===== config.mk =====
export PLATFORM = sky130hd
export DESIGN_NAME = vc_pop_arbiter
export DESIGN_NICKNAME = d
export VERILOG_FILES = /design/src/rtl/vc_pop_arbiter.sv
export SDC_FILE = /design/constraint.sdc
export NUM_CORES = 1
export LEC_CHECK = 0
export ABC_AREA = 1
export CAP_MARGIN = 20
export CORE_ASPECT_RATIO = 0.75
export CORE_MARGIN = 3
export CORE_UTILIZATION = 45
export CTS_CLUSTER_SIZE = 8
export DETAILED_ROUTE_END_ITERATION = 8
export PLACE_DENSITY = 0.87
export SLEW_MARGIN = 0
export SYNTH_ARGS = -nofsm -noshare
export SYNTH_HDL_FRONTEND = slang
export SYNTH_SLANG_ARGS = --single-unit

===== constraint.sdc =====
create_clock -name clk -period 1.5 [get_ports clk]
set_input_delay 0.375 -clock clk [delete_from_list [all_inputs] [get_ports clk]]
set_output_delay 0.375 -clock clk [all_outputs]
set_load 0.01 [all_outputs]

===== src/rtl/vc_pop_arbiter.sv =====
// Reader side of the two virtual-channel FIFOs: priority arbitration with anti-starvation,
// combinational pop strobes and a registered one-word output stage for the downstream FIFO.
module vc_pop_arbiter #(
  parameter int BW     = 6,
  parameter int WEIGHT = 4
) (
  input  logic          clk,
  input  logic          reset,
  input  logic          enable,
  input  logic          vc0_empty,
  input  logic [BW-1:0] vc0_data,
  input  logic          vc1_empty,
  input  logic [BW-1:0] vc1_data,
  input  logic          fifo_error,
  input  logic          dest_almost_full,
  output logic          vc0_rd,
  output logic          vc1_rd,
  output logic [BW-1:0] data_out,
  output logic          valid_out,
  output logic          vc_out,
  output logic [1:0]    state,
  output logic          error_out,
  output logic [7:0]    pop_count
);

  localparam logic [1:0] IDLE  = 2'd0;
  localparam logic [1:0] RUN   = 2'd1;
  localparam logic [1:0] STALL = 2'd2;

  localparam logic [3:0] STREAK_MAX = 4'(WEIGHT);

  logic [1:0] state_next;
  logic [3:0] streak;
  logic       allowed;
  logic       force0;
  logic       pop;

  // NOTE: every output of a combinational block gets a default first, so no path infers a latch.
  always_comb begin
    state_next = state;
    case (state)
      IDLE:    if (enable) state_next = RUN;
      RUN: begin
        if (!enable)               state_next = IDLE;
        else if (dest_almost_full) state_next = STALL;
      end
      STALL: begin
        if (!enable)                state_next = IDLE;
        else if (!dest_almost_full) state_next = RUN;
      end
      default: state_next = IDLE;
    endcase
  end

  // almost_full gates the strobes in the same cycle it rises, not only via the STALL state.
  assign allowed = (state == RUN) && !dest_almost_full;
  assign force0  = (streak == STREAK_MAX) && !vc0_empty;
  assign vc1_rd  = allowed && !vc1_empty && !force0;
  assign vc0_rd  = allowed && !vc0_empty && !vc1_rd;
  assign pop     = vc0_rd | vc1_rd;

  // NOTE: sequential state uses non-blocking assignments so every register samples pre-edge values.
  always_ff @(posedge clk or posedge reset) begin
    if (reset) state <= IDLE;
    else       state <= state_next;
  end

  // NOTE: the output stage is a handful of flops, so it is reset along with the control state.
  always_ff @(posedge clk or posedge reset) begin
    if (reset) begin
      data_out  <= '0;
      valid_out <= 1'b0;
      vc_out    <= 1'b0;
    end else begin
      valid_out <= pop;
      if (pop) begin
        data_out <= vc1_rd ? vc1_data : vc0_data;
        vc_out   <= vc1_rd;
      end
    end
  end

  // Streak counts VC1 wins while VC0 is waiting; any VC0 pop or an empty VC0 restarts it.
  always_ff @(posedge clk or posedge reset) begin
    if (reset) begin
      streak <= '0;
    end else if (vc0_empty || vc0_rd) begin
      streak <= '0;
    end else if (vc1_rd && streak != STREAK_MAX) begin
      streak <= streak + 4'd1;
    end
  end

  always_ff @(posedge clk or posedge reset) begin
    if (reset) begin
      pop_count <= '0;
      error_out <= 1'b0;
    end else begin
      if (pop)        pop_count <= pop_count + 8'd1;
      if (fifo_error) error_out <= 1'b1;
    end
  end

  assert property (@(posedge clk) disable iff (reset) !(vc0_rd && vc1_rd));

endmodule


==> metrics.txt, run 1 <==
Util after Layout 86.2%; cell count of the worst reg-to-reg path 14; Slew headroom 79.6%; Fillers 112; I/O pins 40; Max Fanout on Critical Path 2; grt ovf 0; fmax 533 MHz; layout cell share with drive strength beyond 1 34.9%; CTS tree yes; Period minus WS final 1.88 ns; TritonCTS Buffers 3; Synth Register Bits 23; number of remaining DRC errors 0; Pre-Repair DR Iteration Count 5; Mapped Nets 175; Critical Path RT 1.12 ns; Mapped Area 0.00122 mm2; Port Buffers 39; most common cell in the synthesized netlist nand2_1; fin nets 258; GP Congestion 0.845; Via density 5.82; number of placement rows 15; power after layout 2040 uW; fin. max-slew vios 0; slew at the pin closest to its max-slew limit 0.306 ns; final setup skew 0.00183 ns; n_diodes 0; clk buf depth 2; DRT Wirelength 5.24 mm; crit share post-route 125%; die width 66.2 um; Arr. time, crit path 1.50 ns; root buffer cell clkbuf_4; Syn Inst Count 153; H-tree levels 1; Syn-to-layout area delta 71.6%; share of the synthesized area in the top cell type 47.0%; die area 0.00339 mm2; Setup TNS -1.17 ns; count of final hold-check violations 0; Min-Delay Path Class primary input to asynchronous set/reset pin; startpoint types flop; Post-synth EDFFs 0; vias 1566; failing checks negative setup slack; Iteration-0 DRC Markers 228; maximum VDD drop 0.762 mV; Synth area leaders dfrtp_1 (47%), nand2_1 (15%), nand3_1 (11%); Power Density 972 mW/mm2; RSZ-0062 raised after global routing yes; top cells by count, synth nand2_1 (50), nand3_1 (28), dfrtp_1 (23), inv_1 (19), nor2_1 (4); first-pass GRT wire length 6.67 mm; post-synthesis cell type count 23; Lkg Pwr 0.00111 uW; max cap viols 0; Post-CTS Hold Buffers 0; Die Ht 51.2 um; async set-reset flop share out of synthesis 100%; antenna violations before repair 0; Setup WS post-layout -0.376 ns; worst skew pair latency 0.33 ns; Mean Syn Cell Area 8.01 um2; synth warn 0; Sink Count 23; clock transition time at the flip-flop clock pins of the worst setup and hold paths 0.14 ns; Core Footprint 0.00244 mm2; Routed WL per cell 19.5 um; Worst Setup End Kind primary output; register area share after synthesis 47.0%; Final setup viols 11; post-synth top area cell dfrtp_1; Initial Utilization 50.2%; DP HPWL 2.47 mm; number of global-route vias before repair 1479; worst setup path class flop to primary output; largest net degree at the start of global routing 24; Tot GR Track Use 26.6%; Synth Flop Type dfrtp_1; Post-DRT Antenna Nets 0; status finished with violations
-- cells by family (layout without fill, tap and decap cells) --
kind of cell | Yosys count | count (layout) | synth area share [%]
AO/OA/AOI/OAI | 6 | 6 | 3.78
flip-flops | 23 | 23 | 47.0
AND/OR/NAND/NOR | 94 | 94 | 35.2
buffers and inverters | 23 | 105 | 8.07
adder cells (fa/ha/maj) | 3 | 3 | 3.06
XOR/XNOR | 4 | 4 | 2.86
-- placed cells by master (no fill, tap or decap) --
cell             count
clkinv_2             1
or2_2                1
ha_1                 2
o21ai_0              3
dlymetal6s2s_1       1
o22ai_1              1
nand3_2              9
o21ai_4              1
nand4_1              2
nor2_2               2
clkdlybuf4s50_1     16
inv_2                5
nand2_1             47
inv_1               15
o21ai_2              1
buf_4               33
nand3_1             17
clkbuf_2             1
inv_4                1
clkbuf_4             3
dlygate4sd2_1       18
xor2_1               3
buf_6               11
nand2_2              5
nand3b_1             1
xnor2_1              1
dfrtp_1             23
nor2_1               3
nor2_4               3
nand3_4              4
ha_4                 1
-- state kept, by name, summed over array words and instances (netlist names) --
name	count
data_out	6
pop_count	8
state	2
error_out	1
streak	4
vc_out	1
valid_out	1
-- through the flow --
| step | hold WS, ns | std cells | setup slack (ns) | instance area [um2] |
|---|---|---|---|---|
| after global placement | 0.449 | 247 | -0.701 | 1810 |
| after floorplan | 0.377 | 153 | 0.0233 | 1220 |
| final | 0.359 | 269 | -0.376 | 2100 |
| after detailed placement | 0.463 | 247 | -0.746 | 1810 |
| after global routing | 0.370 | 269 | -0.420 | 2100 |
| after CTS | 0.387 | 269 | -0.227 | 2020 |
-- power breakdown --
| group | switching [uW] | internal [uW] | leakage [uW] |
|---|---|---|---|
| clock | 214 | 100 | 0.0000177 |
| combinational | 480 | 415 | 0.000799 |
| sequential | 91.9 | 742 | 0.000295 |
-- worst max-delay path, cell delays in order, from the launching register on --
cell and delay (ns):
dfrtp_1 0.43, inv_2 0.08, ha_4 0.14, nand3_4 0.10, inv_2 0.10, nand2_2 0.07, nand2_2 0.08, inv_1 0.05
buf_6 0.11
-- routing by layer --
layer / GRT usage (%) / up-vias / part of all wire, % / wire, um
met5: 0 / - / 0 / 0
met4: 14.2 / 0 / 6.1 / 320
met3: 6.37 / 35 / 7.6 / 400
met2: 48.3 / 132 / 50 / 2600
met1: 28.4 / 752 / 37 / 1920
li1: - / 647 / - / -
-- final cells by class --
class                   instances  area (um2)  area share [%]
repair buffers                 80         707            33.6
multi-input cells             107         668            31.8
flip-flops and latches         23         576            27.4
inverters                      21        81.3            3.87
well taps                      34        42.5            2.02
clock buffers                   3        22.5            1.07
clock inverters                 1        5.00           0.238
-- repair_timing --
action	4_1_cts	5_1_grt
buffers inserted	18	4
setup endpoints to repair	21	11
resized for setup	54	22
endpoints found under the hold margin	0	0
pin swaps	10	4
-- worst paths after layout --
kind / start / end / slack, ns
worst min register to register: error_out / error_out / 0.51
worst max register to register: streak[0] / vc_out / -0.32
max in group asynchronous: reset / data_out[0] / 0.90
min in group clk: dest_almost_full / state[0] / 0.49
worst max-delay path: streak[0] / vc1_rd / -0.38
worst min-delay path: reset / state[0] / 0.36
No activity file was read; power rests on OpenSTA's default activity.
==> run 2: changes to the inputs <==
Settings changed: CORE_ASPECT_RATIO 0.75 to 0.7.
==> metrics.txt, run 2 (synthesized netlist as in run 1, its figures left out) <==
status finished with violations; failing checks negative setup slack; die width 68.4 um; Core Footprint 0.00253 mm2; highest-count cells in the layout ignoring fill and taps nand2_1 (48), buf_4 (28), nand3_1 (27); flop-to-flop setup slack 0.09 ns; number of remaining DRC errors 0; worst skew pair latency 0.27 ns; Worst Setup End Kind primary output; layout cell share with drive strength beyond 1 28.4%; most common cell after layout, fill and taps aside nand2_1; RSZ-0062 raised after global routing yes; Crit path max-delay family flip-flops; Via density 5.36; die area 0.00339 mm2; largest net degree at the start of global routing 24; Place WS -0.696 ns; R2R Path Start state[1]; Die Ht 49.7 um; Routed WL per cell 15.6 um; power after layout 1990 uW; crit path to vc1_rd; Period minus WS final 1.75 ns; antenna violations before repair 0; Power Density 1010 mW/mm2; slew at the pin closest to its max-slew limit 0.301 ns; maximum VDD drop 0.648 mV; end of the worst register-to-register path data_out[2]; Max Fanout on Critical Path 2; Largest Register pop_count; Top Metal Used met4; Lkg Pwr 0.00104 uW; met1 wire length 1.65 mm; Pre-Repair DR Iteration Count 4; first-pass GRT wire length 6.42 mm; CP cell instances inv_2 -> ha_4 -> nand3_4 -> inv_2 -> nand2_2 -> nand2_2 -> inv_2 -> buf_6; DP HPWL 2.68 mm; root buffer cell clkbuf_8; Setup WS post-layout -0.254 ns; cell count of the worst reg-to-reg path 8; Final setup viols 5; Sink Count 23; count of final hold-check violations 0; CTS tree yes; CP most frequent cell inv_2; H-tree levels 1; worst setup path class flop to primary output; crit share post-route 117%; fin. max-slew vios 0; biggest regs pop_count (8), data_out (6), streak (4); WP buf/inv 4; clock transition time at the flip-flop clock pins of the worst setup and hold paths 0.08 ns; Port Buffers 39; Slew headroom 79.9%; fin nets 248; CP Depth 8; number of placement rows 15; clk buf depth 2; Area after DPL 0.00181 mm2; footprint of the multi-input gates 618 um2; Initial Utilization 48.3%; crit path launch streak[0]; Arr. time, crit path 1.38 ns; slowest stage delay, CP 0.40 ns; Met2 Wirelength 2.02 mm; GP Congestion 0.784; Iteration-0 DRC Markers 102; Hold Slack 0.445 ns; I/O pins 40; met3 wire length 237 um; TritonCTS Buffers 3; Fillers 163; Post-DRT Antenna Nets 0; fmax 570 MHz; Post-CTS Hold Buffers 0; grt ovf 0; number of global-route vias before repair 1365; Critical Path RT 1.12 ns; slowest CP cell dfrtp_1; Min-Delay Path Class primary input to asynchronous set/reset pin; DRT Wirelength 4.04 mm; startpoint types flop; Finished Cell Area 0.00198 mm2; Syn-to-layout area delta 61.5%; max reg flops 8; final setup skew 0.00280 ns; vias 1387; Tot GR Track Use 25.4%; max cap viols 0; n_diodes 0; Reg area 576 um2
[run 2: cell count changes in the layout (fill, tap and decap cells not counted), sizes merged]
cell and delta:
dlygate4sd2 +2, buf -11, clkbuf -1
[run 2: cell type report]
class,count,share of cell area (%)
well taps,34,2.15
multi-input cells,107,31.2
clock inverters,1,0.253
inverters,21,4.11
repair buffers,70,31.1
clock buffers,3,2.09
flip-flops and latches,23,29.1
[run 2: tightest hold or removal path, delay by kind of cell]
kind     cells  cell delay (ns)
buf+inv      3             0.74
[run 2: report_power, final]
group          switching (uW)  leakage (uW)  internal, uW
clock network             203     0.0000255           186
logic                     406      0.000723           369
registers                87.3      0.000295           743
[run 2: worst min path at each step]
stage / end / slack [ns] / cells after the start / startpoint
after floorplan: data_out[0] / 0.38 / 1 / reset
after global placement: error_out / 0.45 / 1 / error_out
after detailed placement: error_out / 0.45 / 1 / error_out
after CTS: pop_count[0] / 0.46 / 3 / reset
after global routing: data_out[3] / 0.46 / 3 / reset
final: pop_count[5] / 0.44 / 3 / reset
[run 2: layer usage]
metal,global-route usage [%],vias to the layer above
li1,-,630
met1,31.6,670
met2,43.0,68
met3,5.01,19
met4,8.91,0
met5,0,-
[run 2: what timing repair did]
action,in CTS,in global routing
gates cloned,0,0
buffers inserted,7,1
resized for setup,37,17
endpoints found under the setup margin,26,13
pin swaps,4,4
[run 2: metrics by stage]
step,TNS [ns],cells,util [%]
4_1_cts,-0.408,258,75.2
5_1_grt,-0.987,259,78.1
6_report,-0.490,259,78.1
2_1_floorplan,0,153,-
3_3_place_gp,-4.75,247,71.5
3_5_place_dp,-5.51,247,71.5
==> run 3: changes to the inputs <==
Settings changed: ABC_AREA 1 to default.
==> metrics.txt, run 3 <==
async set-reset flop share out of synthesis 100%; clock transition time at the flip-flop clock pins of the worst setup and hold paths 0.09 ns; Critical Path RT 1.12 ns; Crit path max-delay family flip-flops; post-synth top area cell dfrtp_1; Syn-to-layout area delta 63.8%; Synth area leaders dfrtp_1 (47%), mux2_2 (10%), xor2_1 (3.6%); Power Density 1050 mW/mm2; root buffer cell clkbuf_8; Port Buffers 39; Top Usage Layer GRT met2; worst setup path class flop to primary output; fmax 505 MHz; Core Footprint 0.00251 mm2; Mapped Area 0.00121 mm2; grt met1 use 29.8%; Post-DRT Antenna Nets 0; Worst Setup End Kind primary output; die area 0.00336 mm2; synth warn 0; slowest stage delay, CP 0.41 ns; most common cell in the synthesized netlist dfrtp_1; end of the worst register-to-register path data_out[3]; crit share post-route 132%; Min-Delay Path Class primary input to asynchronous set/reset pin; biggest regs pop_count (8), data_out (6), streak (4); crit path launch streak[1]; Initial Utilization 48.2%; Post-synth EDFFs 0; Period minus WS final 1.98 ns; clk buf depth 2; Mean Syn Cell Area 12.4 um2; Setup TNS -3.32 ns; Lkg Pwr 0.000973 uW; max cap viols 0; first-pass GRT wire length 6.11 mm; Fillers 142; Final setup viols 13; antenna violations before repair 0; final setup skew 0.0151 ns; largest net degree at the start of global routing 24; Slew headroom 74.6%; number of global-route vias before repair 1186; Sink Count 23; maximum VDD drop 0.890 mV; Max Fanout on Critical Path 4; status finished with violations; top cells by count, synth dfrtp_1 (23), mux2_2 (11), nand2_1 (7), inv_1 (6), nand4_1 (6); H-tree levels 1; n_diodes 0; vias 1125; Tot GR Track Use 24.6%; grt ovf 0; DP HPWL 2.34 mm; startpoint types flop; number of placement rows 15; number of remaining DRC errors 0; max reg flops 8; die width 68.0 um; flop-to-flop setup slack -0.38 ns; fin. max-slew vios 0; CP cell instances inv_2 -> ha_4 -> nand3b_1 -> o211ai_4 -> and2_4 -> buf_6; post-synthesis cell type count 34; slew at the pin closest to its max-slew limit 0.376 ns; GP Congestion 0.773; failing checks negative setup slack; Routed WL per cell 18.6 um; worst skew pair latency 0.27 ns; I/O pins 40; R2R Path Start streak[1]; WP buf/inv 2; Synth Flop Type dfrtp_1; Iteration-0 DRC Markers 111; Largest Register pop_count; highest-count cells in the layout ignoring fill and taps buf_4 (31), dfrtp_1 (21), dlygate4sd2_1 (18); count of final hold-check violations 0; register area share after synthesis 47.5%; Arr. time, crit path 1.61 ns; cell count of the worst reg-to-reg path 8; Setup WS post-layout -0.482 ns; met2 Track Usage GR 43.2%; TritonCTS Buffers 3; met3 Use GR 5.99%; Pre-Repair DR Iteration Count 4; CTS tree yes; CP Depth 6; share of the synthesized area in the top cell type 47.5%; layout cell share with drive strength beyond 1 41.0%; Synth Register Bits 23; slowest CP cell dfrtp_1; DRT Wirelength 3.85 mm; most common cell after layout, fill and taps aside buf_4; Hold Slack 0.452 ns; Die Ht 49.4 um; crit path to vc0_rd; Mapped Nets 120; Via density 5.43; Syn Inst Count 98; fin nets 196; RSZ-0062 raised after global routing yes
run 3: layout make-up:
type                       instances  area (um2)  share of cell area, %
sequential                        23         578                   29.1
timing repair buffer              73         641                   32.3
clock inverter                     1        5.00                  0.252
inverter                           6        22.5                   1.13
clock buffer                       3        41.3                   2.08
multi-input combinational         67         656                   33.0
tap                               34        42.5                   2.14
run 3: cell families after synthesis:
| kind of cell | share of synthesized area [%] |
|---|---|
| muxes | 12.1 |
| AOI/OAI and AO/OA | 9.19 |
| and+or+nand+nor | 19.3 |
| adders and majority gates | 3.10 |
| buffers and inverters | 3.10 |
| DFF | 47.5 |
| xor gates and xnor gates | 5.78 |
run 3: what timing repair did:
item | 4_1_cts | 5_1_grt
pin swaps | 6 | 9
gates resized for setup | 45 | 8
gates cloned | 0 | 0
buffers inserted | 12 | 7
endpoints found under the setup margin | 39 | 21
hold buffers | 0 | 0
run 3: worst register-to-register path: cells and delay by family, from the launching register on:
family | cells | cell delay (ns)
adders and majority gates | 1 | 0.12
AOI/OAI and AO/OA | 1 | 0.26
buffers and inverters | 4 | 0.46
muxes | 1 | 0.34
and+or+nand+nor | 1 | 0.19
DFF | 1 | 0.41
run 3: metal layers:
layer | up-vias | part of all wire (%)
met2 | 44 | 53
met5 | - | 0
li1 | 503 | -
met3 | 15 | 3.9
met4 | 0 | 3.1
met1 | 563 | 40
run 3: power by group:
| part | switching [uW] | internal [uW] |
|---|---|---|
| clock | 201 | 186 |
| sequential | 90.3 | 742 |
| combinational | 396 | 461 |
| total | 688 | 1390 |
run 3: metrics by stage:
| step | total power (uW) | instances | worst slack, ns | cell area (um2) | utilization, % |
|---|---|---|---|---|---|
| 2_1_floorplan | 1210 | 98 | -0.155 | 1230 | - |
| 3_3_place_gp | 1600 | 186 | -0.830 | 1770 | 70.5 |
| 3_5_place_dp | 1630 | 186 | -0.882 | 1770 | 70.5 |
| 4_1_cts | 2010 | 202 | -0.433 | 1920 | 76.5 |
| 5_1_grt | 2170 | 207 | -0.520 | 1990 | 79.0 |
| 6_report | 2080 | 207 | -0.482 | 1990 | 79.0 |
run 3: worst min path at each step:
stage,endpoint,startpoint,slack (ns)
detailed placement,error_out,error_out,0.46
floorplan,data_out[0],reset,0.38
global placement,error_out,error_out,0.45
CTS,pop_count[5],reset,0.47
finish,pop_count[2],reset,0.45
global route,error_out,error_out,0.48
